**src/rtl/line_pkg.sv**
```systemverilog
// Shared constants and state encoding for the line feeder and its buffers.
package line_pkg;
    localparam int WIDTH = 25;
    localparam int DEPTH = 64;
    localparam int AW    = 6;

    typedef enum logic [1:0] {
        IDLE   = 2'd0,
        ISSUE  = 2'd1,
        WAIT   = 2'd2,
        FINISH = 2'd3
    } state_t;
endpackage

```
**src/rtl/line_feeder_if.sv**
```systemverilog
// Feeder-to-core line handshake: the feeder presents a line, the core returns one result word.
interface line_feeder_if;
    logic                       start;
    logic [line_pkg::WIDTH-1:0] line;
    logic [line_pkg::AW-1:0]    count;
    logic                       coreDone;
    logic [line_pkg::WIDTH-1:0] coreResult;

    modport master (output start, line, count, input coreDone, coreResult);
    modport slave  (input start, line, count, output coreDone, coreResult);
endinterface

```
**src/rtl/line_ram.sv**
```systemverilog
// Simple dual-port storage: synchronous write, asynchronous read, contents never reset.
module line_ram #(
    parameter int W = 25,
    parameter int D = 64,
    parameter int A = 6
) (
    input  logic         clk,
    input  logic         we,
    input  logic [A-1:0] waddr,
    input  logic [W-1:0] wdata,
    input  logic [A-1:0] raddr,
    output logic [W-1:0] rdata
);
    logic [W-1:0] mem [D];

    always_ff @(posedge clk) begin
        if (we) begin
            mem[waddr] <= wdata;
        end
    end

    assign rdata = mem[raddr];
endmodule

```
**src/rtl/line_feeder.sv**
```systemverilog
// Steps a host-loaded line buffer through the core one line at a time via start/done,
// collecting each core result into a host-readable result buffer.
module line_feeder
    import line_pkg::*;
(
    input  logic             clk,
    input  logic             rst,
    input  logic             wrEn,
    input  logic [AW-1:0]    wrAddr,
    input  logic [WIDTH-1:0] wrData,
    input  logic             go,
    input  logic [AW-1:0]    rdAddr,
    output logic [WIDTH-1:0] rdData,
    output logic             busy,
    output logic             finished,
    line_feeder_if.master    core
);
    state_t           state, state_n;
    logic [AW-1:0]    count_q;
    logic [WIDTH-1:0] line_q;
    logic             finished_q;
    logic [AW-1:0]    in_raddr;
    logic [WIDTH-1:0] in_rdata;
    logic             in_we, res_we, accept, advance, last;

    assign busy     = (state == ISSUE) || (state == WAIT);
    assign accept   = (state == IDLE) && go;
    assign advance  = (state == WAIT) && core.coreDone;
    assign last     = (count_q == AW'(DEPTH - 1));
    assign in_we    = wrEn && !busy;
    assign res_we   = advance;
    // Read port looks ahead: line 0 while idle, otherwise the line after the current one.
    assign in_raddr = (state == IDLE) ? '0 : count_q + AW'(1);

    line_ram #(.W(WIDTH), .D(DEPTH), .A(AW)) inbuf (
        .clk   (clk),
        .we    (in_we),
        .waddr (wrAddr),
        .wdata (wrData),
        .raddr (in_raddr),
        .rdata (in_rdata)
    );

    line_ram #(.W(WIDTH), .D(DEPTH), .A(AW)) resbuf (
        .clk   (clk),
        .we    (res_we),
        .waddr (count_q),
        .wdata (core.coreResult),
        .raddr (rdAddr),
        .rdata (rdData)
    );

    always_ff @(posedge clk or negedge rst) begin
        if (!rst) begin
            state <= IDLE;
        end else begin
            state <= state_n;
        end
    end

    always_comb begin
        state_n = state;
        case (state)
            IDLE:    if (go) state_n = ISSUE;
            ISSUE:   state_n = WAIT;
            WAIT:    if (core.coreDone) state_n = last ? FINISH : ISSUE;
            FINISH:  state_n = IDLE;
            default: state_n = IDLE;
        endcase
    end

    always_ff @(posedge clk or negedge rst) begin
        if (!rst) begin
            count_q    <= '0;
            line_q     <= '0;
            finished_q <= 1'b0;
        end else begin
            if (accept) begin
                count_q    <= '0;
                line_q     <= in_rdata;
                finished_q <= 1'b0;
            end else if (advance && !last) begin
                count_q <= count_q + AW'(1);
                line_q  <= in_rdata;
            end else if (state == FINISH) begin
                finished_q <= 1'b1;
            end
        end
    end

    assign core.start = (state == ISSUE);
    assign core.line  = line_q;
    assign core.count = count_q;
    assign finished   = finished_q;
endmodule

```
**src/flat_wrapper.sv**
```systemverilog
// flat-port wrapper written by rule: the top's interface ports become plain ports
module line_feeder_flat import line_pkg::*;
  (clk, rst, wrEn, wrAddr, wrData, go, rdAddr, rdData, busy, finished, core_start, core_line, core_count, core_coreDone, core_coreResult);
  line_feeder_if core_i ();
  input  logic clk;
  input  logic rst;
  input  logic wrEn;
  input  logic [AW-1:0] wrAddr;
  input  logic [WIDTH-1:0] wrData;
  input  logic go;
  input  logic [AW-1:0] rdAddr;
  output logic [WIDTH-1:0] rdData;
  output logic busy;
  output logic finished;
  output wire logic [$bits(core_i.start)-1:0] core_start;
  output wire logic [$bits(core_i.line)-1:0] core_line;
  output wire logic [$bits(core_i.count)-1:0] core_count;
  input wire logic [$bits(core_i.coreDone)-1:0] core_coreDone;
  input wire logic [$bits(core_i.coreResult)-1:0] core_coreResult;
  assign core_start = core_i.start;
  assign core_line = core_i.line;
  assign core_count = core_i.count;
  assign core_i.coreDone = core_coreDone;
  assign core_i.coreResult = core_coreResult;
  line_feeder u_core (.clk(clk), .rst(rst), .wrEn(wrEn), .wrAddr(wrAddr), .wrData(wrData), .go(go), .rdAddr(rdAddr), .rdData(rdData), .busy(busy), .finished(finished), .core(core_i));
endmodule
```
**config.mk**
```make
export PLATFORM = sky130hd
export DESIGN_NAME = line_feeder_flat
export DESIGN_NICKNAME = d
export VERILOG_FILES = /design/src/rtl/line_pkg.sv /design/src/rtl/line_feeder_if.sv /design/src/rtl/line_ram.sv /design/src/rtl/line_feeder.sv /design/src/flat_wrapper.sv
export SDC_FILE = /design/constraint.sdc
export NUM_CORES = 2
export LEC_CHECK = 0
export BUFFER_PORTS_ARGS = -buffer_cell sky130_fd_sc_hd__buf_2
export CORE_MARGIN = 4
export CORE_UTILIZATION = 40
export CTS_BUF_LIST = sky130_fd_sc_hd__clkbuf_8 sky130_fd_sc_hd__clkbuf_16
export CTS_CLUSTER_DIAMETER = 120
export CTS_CLUSTER_SIZE = 40
export DETAILED_ROUTE_END_ITERATION = 8
export GPL_ROUTABILITY_DRIVEN = 0
export PLACE_DENSITY = 0.59
export SYNTH_ARGS = -nofsm -noshare
export SYNTH_HDL_FRONTEND = slang
export SYNTH_SLANG_ARGS = --single-unit
```
**constraint.sdc**
```tcl
create_clock -name clk -period 4.5 [get_ports clk]
set_input_delay 0.45 -clock clk [delete_from_list [all_inputs] [get_ports clk]]
set_output_delay 0.45 -clock clk [all_outputs]
set_load 0.01 [all_outputs]
```
# Word-level counts from Yosys, hierarchy flattened
# Memories as Yosys holds them, arrays and structs flattened.
# Cells that the tools add are included.
# op_classes
addsub	1
n_eq_ne	7
muxes	16
n_reduce_logical	12
# ops
cell	count
25-bit 2-to-1 mux	2
6-bit 2-to-1 mux	3
2-bit one-hot mux with 4 select lines	1
1-bit 2-to-1 mux	7
6-bit by 1-bit adder with 6-bit output (second input constant)	1
6-bit == test (second input constant)	1
2-bit 2-to-1 mux	3
2-bit == test (second input constant)	2
1-bit logical AND	4
2-bit inequality test (second input constant)	2
2-bit AND reduction	2
2-bit nonzero test	2
2-bit by 1-bit == test with 1-bit output (second input constant)	1
1-bit zero test	2
2-bit zero test	1
2-bit by 1-bit inequality test with 1-bit output (second input constant)	1
1-bit logical OR	1
# word_totals
register_bits	34
ram_bits	3200
inputBits	67
out_inout_bits	59
wordCells	42
n_memories	2
# mem_list
memory	depth	word_bits	rd	rd_clocked_by_memory_dff	write_ports	line_no	text
u_core.inbuf.mem	64	25	1	0	1	line_ram.sv:14	logic [W-1:0] mem [D];
u_core.resbuf.mem	64	25	1	0	1	line_ram.sv:14	

# Depth between registers and ports, before layout
# depth
ltp_word	6
mapped_depth	14
mapped_depth_nobuf	9

# Cells and area by module
# From an unflattened synthesis, not the netlist that was laid out.
# unflattened
hier_cells	5773
hier_area_um2	125641.8
# modules_own_cells
module	instances	cells_per_inst	area_each_um2
line_ram	2	2825	61997.0
line_feeder	1	123	1647.8

# Worst setup path before layout
# No wires, ideal clock.
# synth_timing
path_kind	register to register
start	register u_core.state[0]
end	memory u_core.resbuf.mem[32][0], enable pin
arrival_time_ns	4.095
path_slack_ns	-0.065
stages_incl_launch_ff	7
n_path_buf	1
period_less_slack_ns	4.565
path_cell_list	dfrtp_1 > inv_1 > ha_1 > nand2_1 > or4b_2 > clkbuf_1 > nor4_1
# synth_between
elab_chain_cells	4
# synth_lines
element	line_no	text
from (decl)	line_feeder.sv:18	state_t state, state_n;
from (signal assigned)	line_feeder.sv:57	state <= state_n;
2-bit == test	line_feeder.sv:28	assign advance = (state == WAIT) && core.coreDone;
1-bit logical AND	line_feeder.sv:28	
1-bit 2-to-1 mux	line_ram.sv:17	if (we) begin
1-bit 2-to-1 mux (not written as such)	line_ram.sv:18	mem[waddr] <= wdata;
to (decl)	line_ram.sv:14	
# Every way passes these cells.

# Worst setup path after layout
# layout_timing
start	register u_core.count_q[0] (netlist: u_core.core.count[0])
end	register u_core.line_q[24] (netlist: u_core.core.line[24])
# layout_between
elab_chain_cells	5
elab_cells_between_ends	9
cone_classes	add/sub: 1; eq/ne: 1; mux: 3; reduce/logical: 3; memory: 1
# layout_lines
element	line_no	text
from (decl)	line_feeder.sv:19	logic [AW-1:0] count_q;
from (signal assigned)	line_feeder.sv:83	count_q <= count_q + AW'(1);
6-bit by 1-bit adder with 6-bit output	line_feeder.sv:33	assign in_raddr = (state == IDLE) ? '0 : count_q + AW'(1);
6-bit 2-to-1 mux	line_feeder.sv:33	
memory read 64 x 25 bit	--	
25-bit 2-to-1 mux	line_feeder.sv:82	end else if (advance && !last) begin
25-bit 2-to-1 mux	line_feeder.sv:78	if (accept) begin
to (signal assigned)	line_feeder.sv:80	line_q <= in_rdata;
to (signal assigned)	line_feeder.sv:84	line_q <= in_rdata;
to (decl)	line_feeder.sv:20	logic [WIDTH-1:0] line_q;
# Several ways; a longest one is shown, not always the timed one. The select of a mux whose other input is x is not followed.
# A chain may end at the register's enable or synchronous reset.

==> impl_metrics.toml <==
[sta]
fmax_ghz = 0.238
setup_tns_ns = 0
finalMaxSlewViolations = 0
skew_ns = 0.0472
post-route-min-period_ns = 4.21
max_slew_margin_pct = 3.14
rsz0062_at_grt = "false"
worst_slack_ns = 0.293
fin_crit_sh_pct = 93.5
setup_viol = 0
hold_viol = 0
worst_pin_slew_ns = 1.45

[grt]
grt.met2_usage_pct = 33.3
antenna_found_initial = 19
gr-total-overflow = 0
grt_pass1_wl_um = 479000
grt_usage_pct = 20.6
busiest_layer = "met2"
grt_pass1_vias = 62100
grt_use_met3_pct = 3.09
met1_usage_pct = 29.4
grt_start_max_net_pins = 131

[floorplan]
io_pins = 126
die_area_mm2 = 0.322
initial_utilization_pct = 40.2
design.core.area_mm2 = 0.312
dieHeight_um = 567
rows = 205
die_w_um = 567

[synth]
synthArstFlopShare_pct = 1.05
synth_seq_cells = 3234
ys.flop_type = "edfxtp_1"
syn_nets = 6194
synthesis.instances = 6121
synth_edf_count = 3200
yosysSeqAreaShare_pct = 77.5
yosysMostFrequentCell = "edfxtp_1"
yosysWarnings = 0
avgSynthCellArea_um2 = 20.4
yosys-top-cells-count = "3200 x edfxtp_1, 630 x mux4_2, 275 x nand2_1, 245 x nor2_1, 216 x mux2i_1"
synth.area.top_cells = "edfxtp_1 77%, mux4_2 11%, mux2i_1 1.7%"
synth_area_mm2 = 0.125
synth_area_leader_cell = "edfxtp_1"
synth.distinct_cells = 73
yosysTopAreaCellShare_pct = 76.8

[cts]
cts_buffers = 92
clockRootBuffer = "clkbuf_16"
cts.sinks = 3234
h-tree-depth = 3
clockBufferDepth = 3
clock_latency_ns = 0.83
tritoncts = "yes"
clk_pin_slew_ns = 0.14
cts-resized-gates = 0

[worst_setup_path]
crit_buf_inv = 2
crit_top_cell = "buf_4"
cp-end-kind = "flip-flop"
critPathRequiredTime_ns = 5.14
reg2reg_setup_slack_ns = 0.29
crit_fanout = 27
cp.arrival_ns = 4.85
cp_top_family = "compound AO/OA/AOI/OAI gates"
crit_chain = "ha_4 > xnor2_4 > buf_4 > nand2_1 > buf_4 > a2bb2oi_1 > o221ai_1 > a21oi_1 > a2111oi_0 > o32ai_1"
cp_slowest_cell = "a2111oi_0"
rr_startpoint = "u_core.core.count[0]"
startpoint = "u_core.core.count[0]"
cp_slowest_stage_delay_ns = 1.16
crit_type = "flip-flop to flip-flop"
critPathLaunchType = "flip-flop"

[hold_path]
worstHoldPathType = "input pin to flip-flop"
hold_start = "wrData[1]"

[route]
drt_first_pass_iters = 6
via_count = 63400
viasPerCell = 6.05
wl_um = 340000
dr.first_iter.drc_count = 9086
route.detailed.wl_per_inst_um = 32.5
antenna_left = 0
drcViolationCount = 0

[power]
power.leakage_nw = 40.7
vdd_drop_max_uv = 456
pwr_density_cell_mw_per_mm2 = 435

[placed_design]
numPortBuffers = 125
hpwl_um = 202000
place_ws_ns = 0.461

[layout]
layout-drive-gt1-share_pct = 22.7
fillers = 26700
final_nets = 6352
synthToLayoutAreaGrowth_pct = 8.44

[flow_run]
max_cap_viol_count = 0

[status]
status = "finished clean"
## metal layers
layer	vias to the layer above	part of all wire, %
li1	25700	-
met1	34300	41
met2	2972	48
met3	370	8.3
met4	6	3.0
met5	-	0.013
## stage by stage
stage                     instances  area (µm²)  power [mW]  util (%)  hold slack (ns)
final                         10500      136000        59.0      43.5           0.0889
after global routing          10500      136000        60.9      43.5           0.0645
after CTS                     10500      136000        59.2      43.5           0.0246
after detailed placement      10300      133000        47.1      42.7            0.582
after global placement        10300      133000        47.0      42.7            0.559
after floorplan                6121      125000        41.4         -            0.154
## report_power, final
part | leakage (nW) | internal [mW] | switching [mW]
Sequential | 29.2 | 33.4 | 0.423
Clock | 1.46 | 3.96 | 8.56
Combinational | 10.1 | 4.32 | 8.37
## final cells by class
class	count	area [µm²]	area share (%)
well taps	4140	5180	3.82
repair buffers	470	3760	2.77
multi-input cells	2475	27100	20.0
diodes	2	5.00	0.00369
clock buffers	95	2380	1.75
clock inverters	52	305	0.225
inverters	6	25.0	0.0184
flip-flops and latches	3234	96900	71.4
## kinds of logic after synthesis
logic type	Yosys count	share of synthesized area, %
AOI/OAI and AO/OA	840	4.84
xor gates and xnor gates	8	0.0920
adders and majority gates	6	0.0600
buffers and inverters	412	1.49
DFF	3234	77.5
muxes	909	13.6
and+or+nand+nor	712	2.42
## worst paths after layout
path                                                end  cells past startpoint
worst max-delay path               u_core.core.line[24]                     10
worst max register to register     u_core.core.line[24]                     10
min in group asynchronous          u_core.core.line[16]                      3
max in group asynchronous          u_core.core.count[0]                      3
worst min register to register          u_core.state[1]                      2
worst min-delay path            u_core.inbuf.mem[44][1]                      1
## repair_timing
item,in CTS,in global routing
hold buffers,3,0
hold endpoints to repair,39,0
setup buffers,0,0
## sequential cells by signal, summed over array words and instances, names as in the netlist
| register | count |
|---|---|
| u_core.core.line | 25 |
| u_core.core.count | 6 |
| u_core.state | 2 |
| u_core.resbuf.mem | 1600 |
| u_core.finished | 1 |
| u_core.inbuf.mem | 1600 |
## cell usage in the layout, fill, tap and decap left out, drive strengths merged, types with 54 or more instances in the layout
| cell | count |
|---|---|
| mux4 | 630 |
| a22oi | 64 |
| o21ai | 130 |
| o221ai | 97 |
| a21oi | 148 |
| inv | 54 |
| mux2 | 62 |
| edfxtp | 3200 |
| clkbuf | 96 |
| nand3 | 83 |
| buf | 466 |
| nand2 | 275 |
| mux2i | 217 |
| nor2 | 247 |
Power figures use the tool's default switching activity.
